[src/rtl/fb_pkg.sv]
// Shared constants and types for the double-buffered framebuffer arbiter.
package fb_pkg;

    localparam int unsigned FB_W    = 320;
    localparam int unsigned FB_H    = 180;
    localparam int unsigned FB_SIZE = FB_W * FB_H;
    localparam int unsigned AW      = 17;
    localparam int unsigned DW      = 8;

    typedef enum logic {
        IDLE,
        PENDING
    } swap_state_t;

endpackage

[src/rtl/vga_fb_arbiter_if.sv]
// Drawing-client port: write handshake plus buffer-swap control.
interface vga_fb_arbiter_if;
    import fb_pkg::*;

    logic          wr_req;
    logic [8:0]    wr_x;
    logic [7:0]    wr_y;
    logic [DW-1:0] wr_data;
    logic          wr_ack;
    logic          swap_req;
    logic          swap_pending;
    logic          front;

    modport master (
        output wr_req, wr_x, wr_y, wr_data, swap_req,
        input  wr_ack, swap_pending, front
    );

    modport slave (
        input  wr_req, wr_x, wr_y, wr_data, swap_req,
        output wr_ack, swap_pending, front
    );

endinterface

[src/rtl/fb_addr.sv]
// Framebuffer address: buf*FB_SIZE + y*320 + x, built from shifts and adds.
module fb_addr
    import fb_pkg::*;
(
    input  logic          buf_sel,
    input  logic [9:0]    x,
    input  logic [8:0]    y,
    output logic [AW-1:0] addr
);

    logic [AW-1:0] base;
    logic [AW-1:0] y256;
    logic [AW-1:0] y64;
    logic [AW-1:0] xe;

    // y*320 = (y<<8) + (y<<6); the buffer select adds a whole frame offset
    always_comb begin
        base = buf_sel ? AW'(FB_SIZE) : '0;
        y256 = AW'(y) << 8;
        y64  = AW'(y) << 6;
        xe   = AW'(x);
        addr = base + y256 + y64 + xe;
    end

endmodule

[src/rtl/vga_fb_arbiter.sv]
// Single-port framebuffer arbiter: scanout reads have hard priority, the
// drawing client fills remaining cycles, and buffer swaps wait for screen end.
module vga_fb_arbiter
    import fb_pkg::*;
(
    input  logic                 i_clk,
    input  logic                 i_rst,
    input  logic                 i_pix_stb,
    input  logic [9:0]           i_x,
    input  logic [8:0]           i_y,
    input  logic                 i_active,
    input  logic                 i_screenend,
    output logic [AW-1:0]        o_ram_addr,
    output logic                 o_ram_we,
    output logic [DW-1:0]        o_ram_wdata,
    input  logic [DW-1:0]        i_ram_rdata,
    output logic [DW-1:0]        o_colour,
    vga_fb_arbiter_if.slave      client
);

    logic          scan_slot;
    logic          blank_slot;
    logic          end_stb;
    logic          grant;
    logic          in_range;
    logic [AW-1:0] scan_addr;
    logic [AW-1:0] client_addr;
    logic          rd_pending;
    logic          blank_pending;
    logic          front;
    logic          toggle;
    swap_state_t   state;
    swap_state_t   state_next;

    assign scan_slot  = i_pix_stb & i_active;
    assign blank_slot = i_pix_stb & ~i_active;
    assign end_stb    = i_pix_stb & i_screenend;
    assign in_range   = (32'(client.wr_x) < FB_W) && (32'(client.wr_y) < FB_H);

    // Ack is the grant itself, so the client sees it in the cycle it is served
    assign grant         = client.wr_req & ~scan_slot & ~i_rst;
    assign client.wr_ack = grant;

    assign client.front        = front;
    assign client.swap_pending = (state == PENDING);

    fb_addr u_scan_addr (
        .buf_sel (front),
        .x       (i_x),
        .y       (i_y),
        .addr    (scan_addr)
    );

    fb_addr u_client_addr (
        .buf_sel (~front),
        .x       ({1'b0, client.wr_x}),
        .y       ({1'b0, client.wr_y}),
        .addr    (client_addr)
    );

    // Registered RAM port: scanout read, else client write, else hold address
    always_ff @(posedge i_clk) begin
        if (i_rst) begin
            o_ram_addr  <= '0;
            o_ram_we    <= 1'b0;
            o_ram_wdata <= '0;
        end else if (scan_slot) begin
            o_ram_addr <= scan_addr;
            o_ram_we   <= 1'b0;
        end else if (grant) begin
            o_ram_addr  <= client_addr;
            o_ram_we    <= in_range;
            o_ram_wdata <= client.wr_data;
        end else begin
            o_ram_we <= 1'b0;
        end
    end

    // Capture read data the cycle after a scanout slot; blank slots force black
    always_ff @(posedge i_clk) begin
        if (i_rst) begin
            rd_pending    <= 1'b0;
            blank_pending <= 1'b0;
            o_colour      <= '0;
        end else begin
            rd_pending    <= scan_slot;
            blank_pending <= blank_slot;
            if (rd_pending) begin
                o_colour <= i_ram_rdata;
            end else if (blank_pending) begin
                o_colour <= '0;
            end
        end
    end

    // Swap state and front-buffer index
    always_ff @(posedge i_clk) begin
        if (i_rst) begin
            state <= IDLE;
            front <= 1'b0;
        end else begin
            state <= state_next;
            if (toggle) begin
                front <= ~front;
            end
        end
    end

    // A request landing on the screen-end strobe swaps at once without pending
    always_comb begin
        state_next = state;
        toggle     = 1'b0;
        case (state)
            IDLE: begin
                if (client.swap_req) begin
                    if (end_stb) begin
                        toggle = 1'b1;
                    end else begin
                        state_next = PENDING;
                    end
                end
            end
            PENDING: begin
                if (end_stb) begin
                    toggle     = 1'b1;
                    state_next = IDLE;
                end
            end
            default: state_next = IDLE;
        endcase
    end

endmodule

[src/flat_wrapper.sv]
// flat-port wrapper written by rule: the top's interface ports become plain ports
module vga_fb_arbiter_flat import fb_pkg::*;
  (i_clk, i_rst, i_pix_stb, i_x, i_y, i_active, i_screenend, o_ram_addr, o_ram_we, o_ram_wdata, i_ram_rdata, o_colour, client_wr_req, client_wr_x, client_wr_y, client_wr_data, client_swap_req, client_wr_ack, client_swap_pending, client_front);
  vga_fb_arbiter_if client_i ();
  input  logic i_clk;
  input  logic i_rst;
  input  logic i_pix_stb;
  input  logic [9:0] i_x;
  input  logic [8:0] i_y;
  input  logic i_active;
  input  logic i_screenend;
  output logic [AW-1:0] o_ram_addr;
  output logic o_ram_we;
  output logic [DW-1:0] o_ram_wdata;
  input  logic [DW-1:0] i_ram_rdata;
  output logic [DW-1:0] o_colour;
  input wire logic [$bits(client_i.wr_req)-1:0] client_wr_req;
  input wire logic [$bits(client_i.wr_x)-1:0] client_wr_x;
  input wire logic [$bits(client_i.wr_y)-1:0] client_wr_y;
  input wire logic [$bits(client_i.wr_data)-1:0] client_wr_data;
  input wire logic [$bits(client_i.swap_req)-1:0] client_swap_req;
  output wire logic [$bits(client_i.wr_ack)-1:0] client_wr_ack;
  output wire logic [$bits(client_i.swap_pending)-1:0] client_swap_pending;
  output wire logic [$bits(client_i.front)-1:0] client_front;
  assign client_i.wr_req = client_wr_req;
  assign client_i.wr_x = client_wr_x;
  assign client_i.wr_y = client_wr_y;
  assign client_i.wr_data = client_wr_data;
  assign client_i.swap_req = client_swap_req;
  assign client_wr_ack = client_i.wr_ack;
  assign client_swap_pending = client_i.swap_pending;
  assign client_front = client_i.front;
  vga_fb_arbiter u_core (.i_clk(i_clk), .i_rst(i_rst), .i_pix_stb(i_pix_stb), .i_x(i_x), .i_y(i_y), .i_active(i_active), .i_screenend(i_screenend), .o_ram_addr(o_ram_addr), .o_ram_we(o_ram_we), .o_ram_wdata(o_ram_wdata), .i_ram_rdata(i_ram_rdata), .o_colour(o_colour), .client(client_i));
endmodule
[config.mk]
export PLATFORM = sky130hd
export DESIGN_NAME = vga_fb_arbiter_flat
export DESIGN_NICKNAME = d
export VERILOG_FILES = /design/src/rtl/fb_pkg.sv /design/src/rtl/vga_fb_arbiter_if.sv /design/src/rtl/fb_addr.sv /design/src/rtl/vga_fb_arbiter.sv /design/src/flat_wrapper.sv
export SDC_FILE = /design/constraint.sdc
export NUM_CORES = 1
export LEC_CHECK = 0
export CORE_MARGIN = 2
export CORE_UTILIZATION = 41
export DETAILED_ROUTE_END_ITERATION = 7
export PLACE_DENSITY = 0.76
export REMOVE_ABC_BUFFERS = 1
export SLEW_MARGIN = 15
export SYNTH_ARGS = -nofsm -noshare
export SYNTH_HDL_FRONTEND = slang
export SYNTH_SLANG_ARGS = --single-unit
[constraint.sdc]
create_clock -name i_clk -period 3.2 [get_ports i_clk]
set_input_delay 0.32 -clock i_clk [delete_from_list [all_inputs] [get_ports i_clk]]
set_output_delay 0.32 -clock i_clk [all_outputs]
set_load 0.02 [all_outputs]
==> results of run 1 <==
worst min-delay path by stage:
| stage | depth (start not counted) | endpoint | from | slack [ns] |
|---|---|---|---|---|
| floorplan | 1 | u_core.o_ram_addr[15] | i_rst | 0.39 |
| global placement | 2 | u_core.o_ram_wdata[4] | u_core.o_ram_wdata[4] | 0.44 |
| detailed placement | 2 | u_core.o_ram_wdata[4] | u_core.o_ram_wdata[4] | 0.45 |
| CTS | 2 | u_core.o_ram_wdata[4] | u_core.o_ram_wdata[4] | 0.46 |
| global route | 2 | u_core.o_ram_wdata[1] | u_core.o_ram_wdata[1] | 0.47 |
| finish | 2 | u_core.o_ram_wdata[4] | u_core.o_ram_wdata[4] | 0.45 |
cells by family after synthesis:
group | synth area share, %
simple gates | 13.4
xor+xnor | 4.06
fa+ha+maj | 27.5
compound gates | 18.8
mux | 3.92
flops | 27.1
buf+inv | 5.26
layout make-up:
type	instances	area, µm²
multi-input combinational	235	1930
clock buffer	6	82.6
timing repair buffer	110	1070
sequential	38	761
fill	591	2680
inverter	24	90.1
tap	80	100
flip-flops by register name (all words and copies together), names as in the netlist:
name and cells:
u_core.o_ram_addr 17, u_core.client.front 1, u_core.blank_pending 1, u_core.o_ram_wdata 8, u_core.client.swap_pending 1, u_core.o_ram_we 1, u_core.rd_pending 1, u_core.o_colour 8
metrics by stage:
stage	utilization (%)	std cells	setup slack, ns	power [mW]	instance area (µm²)
floorplan	-	297	0.0518	0.974	2750
global placement	58.2	487	-0.472	1.24	3910
detailed placement	58.2	487	-0.486	1.25	3910
CTS	59.6	493	-0.0142	1.59	4010
global route	60.1	493	0.0632	1.70	4040
finish	60.1	493	0.162	1.59	4040
cells in the final DEF (no fill, tap or decap), types with 2 or more instances in the layout:
master and n:
o211ai_1 4, clkdlybuf4s50_1 89, xor2_1 5, nor3_1 3, ha_1 43, a21o_1 6, buf_4 15, o21ai_0 8
nor2_1 27, nand2_1 24, a211oi_2 3, nor3b_1 9, a21oi_1 30, clkbuf_8 6, mux2i_1 11, inv_1 24
a31oi_1 3, nand3_1 3, a221oi_1 2, a211oi_1 13, dlymetal6s2s_1 5, or4b_1 2, xnor2_1 8, dfxtp_1 38
fa_2 2, fa_1 9
power groups by stage:
stage / sequential (mW) / combinational (mW) / clock, mW
final: 0.538 / 0.719 / 0.329
after global routing: 0.542 / 0.801 / 0.356
after CTS: 0.538 / 0.715 / 0.336
after detailed placement: 0.548 / 0.701 / 0
after global placement: 0.547 / 0.690 / 0
after floorplan: 0.593 / 0.381 / 0
layer usage:
metal | share of wire [%] | wire (µm) | GRT usage, %
met2 | 49 | 3360 | 30.7
met1 | 44 | 3020 | 23.9
met5 | 0 | 0 | 0
met4 | 1.5 | 106 | 5.40
met3 | 5.1 | 350 | 5.05
critical path, stage by stage:
cell and delay, ns:
dlygate4sd2_1 0.26, fa_1 0.50, inv_1 0.05, fa_1 0.49, inv_1 0.04, ha_2 0.19
fa_2 0.39, a211oi_4 0.28, nor4_2 0.08, or4b_1 0.47, nand3_1 0.08, a211oi_1 0.05
timing repair:
item	4_1_cts	5_1_grt
pin swaps	1	10
setup endpoints to repair	2	3
resized for setup	4	9
==> flow_results.org, run 1 <==
** Status
- Run status :: finished clean

** Die
- The die covers 7530 µm².
- Core Rows :: 30
- The die is 86.8 µm wide.
- Core area :: 6720 µm²
- Initial Util :: 41.8%
- Number of top-level pins :: 96
- Die Y-Extent :: 86.8 µm

** Setup path
- Worst reg2reg path endpoint :: u_core.o_ram_addr[15]
- Worst r2r src :: u_core.client.front
- Worst Setup SP :: i_y[0]
- In this run the worst path has a maximum fanout of 2.
- Reg2reg setup slack :: 0.48 ns
- Crit path launch type :: input pin
- Last element of the critical path :: u_core.o_ram_addr[16]
- STA classifies the critical path endpoint as a register.
- The critical path is of the input pin to register type.
- At the worst endpoint, the arrival time is 3.20 ns.
- Data on the critical path is required at its endpoint by 3.36 ns.
- FF-to-FF path depth :: 9

** Place
- Input and output buffers added on the ports amount to 95.
- Gpl congestion :: 0.836
- Final HPWL DP :: 5.37 mm

** Yosys
- Ys Warns :: 0
- Number of enable flip-flop cells after synthesis :: 0
- Top cells by area in the synthesized netlist :: dfxtp_1, ha_1, fa_1
- The cell area that synthesis handed to floorplanning was 2810 µm².
- A synthesized cell averages 9.06 µm².
- In the synthesized netlist, the number of instances is 310.
- The share of the Yosys chip area taken by registers is 27.1%.
- Synthesis-stage register bit count :: 38
- Top-area cell type share of the netlist area :: 27.1%
- Yosys instantiated no cell more often than ha_1.
- Synth area leader :: dfxtp_1
- The most used flip-flop cell after synthesis is dfxtp_1.
- The netlist uses 44 different library cells.
- Counting flops with an async set or reset pin after synthesis yields a share of 0%.
- Top cells by count, synth :: ha_1, dfxtp_1, a21oi_1

** Power
- Of the total power, the share spent switching nets is 34.4%.
- The internal portion of the total power is 1.04 mW.
- The clock network is responsible for 20.8% of the overall power.
- Part of the total power dissipated in combinational logic :: 45.4%
- In this run, flip-flops and latches consume 33.9% of the power.
- The analysis attributes to net switching a power of 0.546 mW.
- Peak ir drop on the vdd network :: 0.187 mV
- Power spread over the standard cell area amounts to 393 nW/µm².
- Leakage :: 1.80 nW

** Global routing
- Number of global-route vias before repair :: 2,433
- The initial antenna violation count came to 0.
- For this run the aggregate overflow at the end of global routing stands at 0.
- Global-route wire length before repair :: 11.1 mm
- GR Util All Layers :: 18.6%
- Entering global routing, the biggest net connects 24 pins.

** Timing
- Tightest slew margin relative to the limit :: 65.7%
- Layout Skew :: 0.00311 ns
- Max Slew Vio Count :: 0
- Subtracting the final worst setup slack from the clock period gives 3.04 ns.
- Transition time at the pin with the least slew margin :: 0.513 ns
- Of the available clock period, the critical path in the final layout requires 94.9%.
- Number of endpoints with negative hold slack in the final report :: 0
- Hold is met by 0.453 ns.
- Setup violations remaining at the end of the flow were counted as 0.
- Timing would allow up to 329 MHz.
- Sum of negative setup slack :: 0 ns
- RSZ-0062 raised after global routing :: false

** Routing
- After detailed routing, the total wire length is 6.84 mm.
- Avg WL per Cell :: 13.9 µm
- For this run, design rule violations remaining after detail routing come to 0.
- Before antenna repair, the detailed router went through 4 iterations.
- The first routing iteration left 61 violations.
- In this run the remaining antenna-violating nets after routing total 0.
- After detailed routing, the number of vias per cell comes to 5.21.
- Vias after detailed routing :: 2,570

** Clocking
- The H-tree was split into 2 levels.
- In this run the deepest clock path goes through 2 buffers.
- The tree is rooted in a clkbuf_8.
- Clock sinks :: 38
- Clock tree from TritonCTS :: done
- Clock latency on the worst-skew pair, taken at its later pin, is 0.29 ns.
- The number of clock buffers added by TritonCTS is 5.
- In this run the post-CTS setup repair buffer count came out at 0.
- After clock tree synthesis, the flow added hold-fix buffers numbering 0.
- Clock Pin Slew Worst Setup and Hold Paths :: 0.07 ns

** Flow run
- Max-cap violations in this run came to 0.

** Finish
- Compared with the post-synthesis result, the final layout area differs by 43.9%.
- The repair_antennas step left the layout with diodes totalling 0.
- Share of layout cells above drive strength 1 :: 8.47%
- Nets@finish :: 528

** Worst hold path
- Worst min path class :: register to register
Note: power is estimated with default switching activity, not from simulation.
==> run 2, diff against run 1 <==
--- a/config.mk
+++ b/config.mk
@@ -5,10 +5,12 @@
 export SDC_FILE = /design/constraint.sdc
 export NUM_CORES = 1
 export LEC_CHECK = 0
+export CELL_PAD_IN_SITES_DETAIL_PLACEMENT = 0
+export CELL_PAD_IN_SITES_GLOBAL_PLACEMENT = 1
 export CORE_MARGIN = 2
-export CORE_UTILIZATION = 41
+export CORE_UTILIZATION = 31
 export DETAILED_ROUTE_END_ITERATION = 7
-export PLACE_DENSITY = 0.76
+export PLACE_DENSITY_LB_ADDON = 0.1
 export REMOVE_ABC_BUFFERS = 1
 export SLEW_MARGIN = 15
 export SYNTH_ARGS = -nofsm -noshare
==> flow_results.org, run 2 (synthesis results as in run 1) <==
** Timing
- Layout Skew :: 0.00432 ns (was 0.00311 ns)
- The final period demand of the worst path came to 3.07 ns (was 3.04 ns).
- RSZ-0062 raised after global routing :: false (unchanged)
- The ratio of final minimum period to clock period came to 95.9% (was 94.9%).
- The actual slew at the worst max-slew pin was 0.487 ns (was 0.513 ns).
- The final-report hold violation count came to 0 (unchanged).
- Max Clock Freq :: 326 MHz (was 329 MHz)
- The setup slack after layout was 0.132 ns (was 0.162 ns).
- Max Slew Vio Count :: 0 (unchanged)
- Tightest slew margin relative to the limit :: 67.5% (was 65.7%)
- The final number of setup-violating endpoints was 0 (unchanged).

** Clocking
- The TritonCTS buffer count came to 5 (unchanged).
- Later-pin clock latency in the skew report :: 0.29 ns (about the same)
- Clock Pin Slew Worst Setup and Hold Paths :: 0.08 ns (was 0.07 ns)
- The post-CTS setup buffer count came to 0 (unchanged).
- The H-tree depth came to 2 (unchanged).
- The CTS root buffer was clkbuf_8 (unchanged).
- Maximum clock insertion buffer count :: 2 (unchanged)
- Clock sinks :: 38 (unchanged)
- Clock tree from TritonCTS :: done (unchanged)

** Power
- The static power due to leakage was 1.80 nW (about the same).
- The largest vdd supply drop came to 0.240 mV (was 0.187 mV).
- Power per unit of standard cell area :: 425 nW/µm² (was 393 nW/µm²)

** Die
- The boundary pin count was 96 (unchanged).
- The area of the die was 9830 µm² (was 7530 µm²).
- The effective utilization at floorplan came to 32.0% (was 41.8%).
- The number of placement rows came to 34 (was 30).
- Die Y-Extent :: 99.2 µm (was 86.8 µm)
- The area of the core is 8760 µm² (was 6720 µm²).
- The horizontal extent of the die is 99.2 µm (was 86.8 µm).

** Finish
- Post-route cell area :: 4120 µm² (was 4040 µm²)
- The area of the multi-input gates was 1930 µm² (about the same).
- Diode insertion count for antenna repair :: 0 (unchanged)
- Most common cell after layout, fill and taps aside :: clkdlybuf4s50_1 (unchanged)
- Area occupied by registers :: 761 µm² (unchanged)
- Leading cell types in the layout, fill and taps excluded: clkdlybuf4s50_1, ha_1, dfxtp_1, a21oi_1, nor2_1 (unchanged).
- The largest register by flop count is u_core.o_ram_addr (unchanged).
- The net count reported at finish is 528 (unchanged).
- Leading registers by flop count :: u_core.o_ram_addr x17, u_core.o_colour x8, u_core.o_ram_wdata x8 (unchanged)
- The area overhead of the layout relative to synthesis is 46.8% (was 43.9%).
- Number of flip-flops in the largest register :: 17 (unchanged)
- The core occupancy in the finished layout came to 47.0% (was 60.1%).
- The filler cell count in the final layout came to 884 (was 591).
- The share of post-route cells with drive strength above 1 was 9.16% (was 8.47%).

** Setup path
- Crit path arrival time :: 3.28 ns (was 3.20 ns)
- The capturing element type of the critical path is a register (unchanged).
- Crit path launch type :: input pin (unchanged)
- The data required time at the worst endpoint was 3.41 ns (was 3.36 ns).
- Setup Crit Path Kind :: input pin to register (unchanged)
- Largest driver fanout on the critical path :: 3 (was 2)

** Routing
- Residual DRC :: 0 (unchanged)
- The average wire per cell in the routed design is 13.2 µm (was 13.9 µm).
- The number of nets with antenna violations after detailed routing is 0 (unchanged).
- The iteration count of the initial detailed-routing pass was 4 (unchanged).
- Total wirelength of the detailed-routed design :: 6.89 mm (was 6.84 mm)
- The violation count after the first detailed-route iteration is 50 (was 61).
- Via-to-Cell Ratio :: 4.74 (was 5.21)
- Vias after detailed routing :: 2,481 (was 2,570)

** Place
- Final HPWL DP :: 5.44 mm (was 5.37 mm)
- Pre-CTS setup slack :: -0.540 ns (was -0.486 ns)
- Number of input and output port buffers inserted :: 95 (unchanged)
- Gpl congestion :: 0.748 (was 0.836)
- Cell area after placement :: 3950 µm² (was 3910 µm²)

** Status
- Run status :: finished clean (unchanged)

** Global routing
- The wire length of the first global-routing pass came to 11.4 mm (was 11.1 mm).
- Remaining global-route overflow :: 0 (unchanged)
- Antenna violations before repair :: 0 (unchanged)
- Number of global-route vias before repair :: 2,473 (was 2,433)
- Largest net degree at the start of global routing :: 40 (was 24)
- GR Util All Layers :: 14.1% (was 18.6%)

** Flow run
- The number of max-cap violations came to 0 (unchanged).

** Worst hold path
- The class of the worst hold path is register to register (unchanged).
-- run 2: final timing paths --
check | cells after the start | to | from | slack [ns]
max | 12 | u_core.o_ram_addr[16] | client_wr_x[8] | 0.13
min | 2 | u_core.o_ram_wdata[7] | u_core.o_ram_wdata[7] | 0.46
max reg2reg | 9 | u_core.o_ram_addr[15] | u_core.client.front | 0.44
min reg2reg | 2 | u_core.o_ram_wdata[7] | u_core.o_ram_wdata[7] | 0.46
-- run 2: critical path: stages --
cell	delay [ns]
clkdlybuf4s50_1	0.43
fa_1	0.48
inv_1	0.05
fa_1	0.50
inv_1	0.04
ha_2	0.19
fa_2	0.39
a211oi_2	0.26
o21ai_2	0.12
o31ai_4	0.19
xnor2_1	0.10
a211oi_1	0.21
-- run 2: where the power goes --
part	switching (mW)	internal (mW)
clock network	0.188	0.313
registers	0.0235	0.513
logic	0.356	0.359
total	0.568	1.18
-- run 2: layout make-up --
type	instances	area share [%]
multi-input combinational	235	46.9
timing repair buffer	110	25.8
sequential	38	18.5
tap	108	3.28
inverter	24	2.19
clock buffer	5	1.67
clock inverter	3	1.67
-- run 2: metal layers --
| layer | track usage (%) | up-vias | wire, µm | part of all wire, % |
|---|---|---|---|---|
| met5 | 0 | - | 0 | 0 |
| met4 | 3.48 | 0 | 55 | 0.80 |
| met3 | 3.02 | 4 | 359 | 5.2 |
| met2 | 23.2 | 56 | 3140 | 46 |
| met1 | 18.9 | 1119 | 3340 | 48 |
| li1 | - | 1302 | - | - |
-- run 2: per-stage QoR --
| stage | instances | TNS, ns | total power [mW] | hold WS (ns) |
|---|---|---|---|---|
| global placement | 515 | -1.27 | 1.25 | 0.443 |
| global route | 523 | 0 | 1.87 | 0.480 |
| CTS | 523 | 0 | 1.78 | 0.462 |
| finish | 523 | 0 | 1.75 | 0.459 |
| detailed placement | 515 | -1.36 | 1.25 | 0.450 |
| floorplan | 297 | 0 | 0.974 | 0.389 |
-- run 2: timing repair --
action	4_1_cts	5_1_grt
pin swaps	2	7
resized for setup	9	4
setup endpoints to repair	2	3
hold buffers	0	0
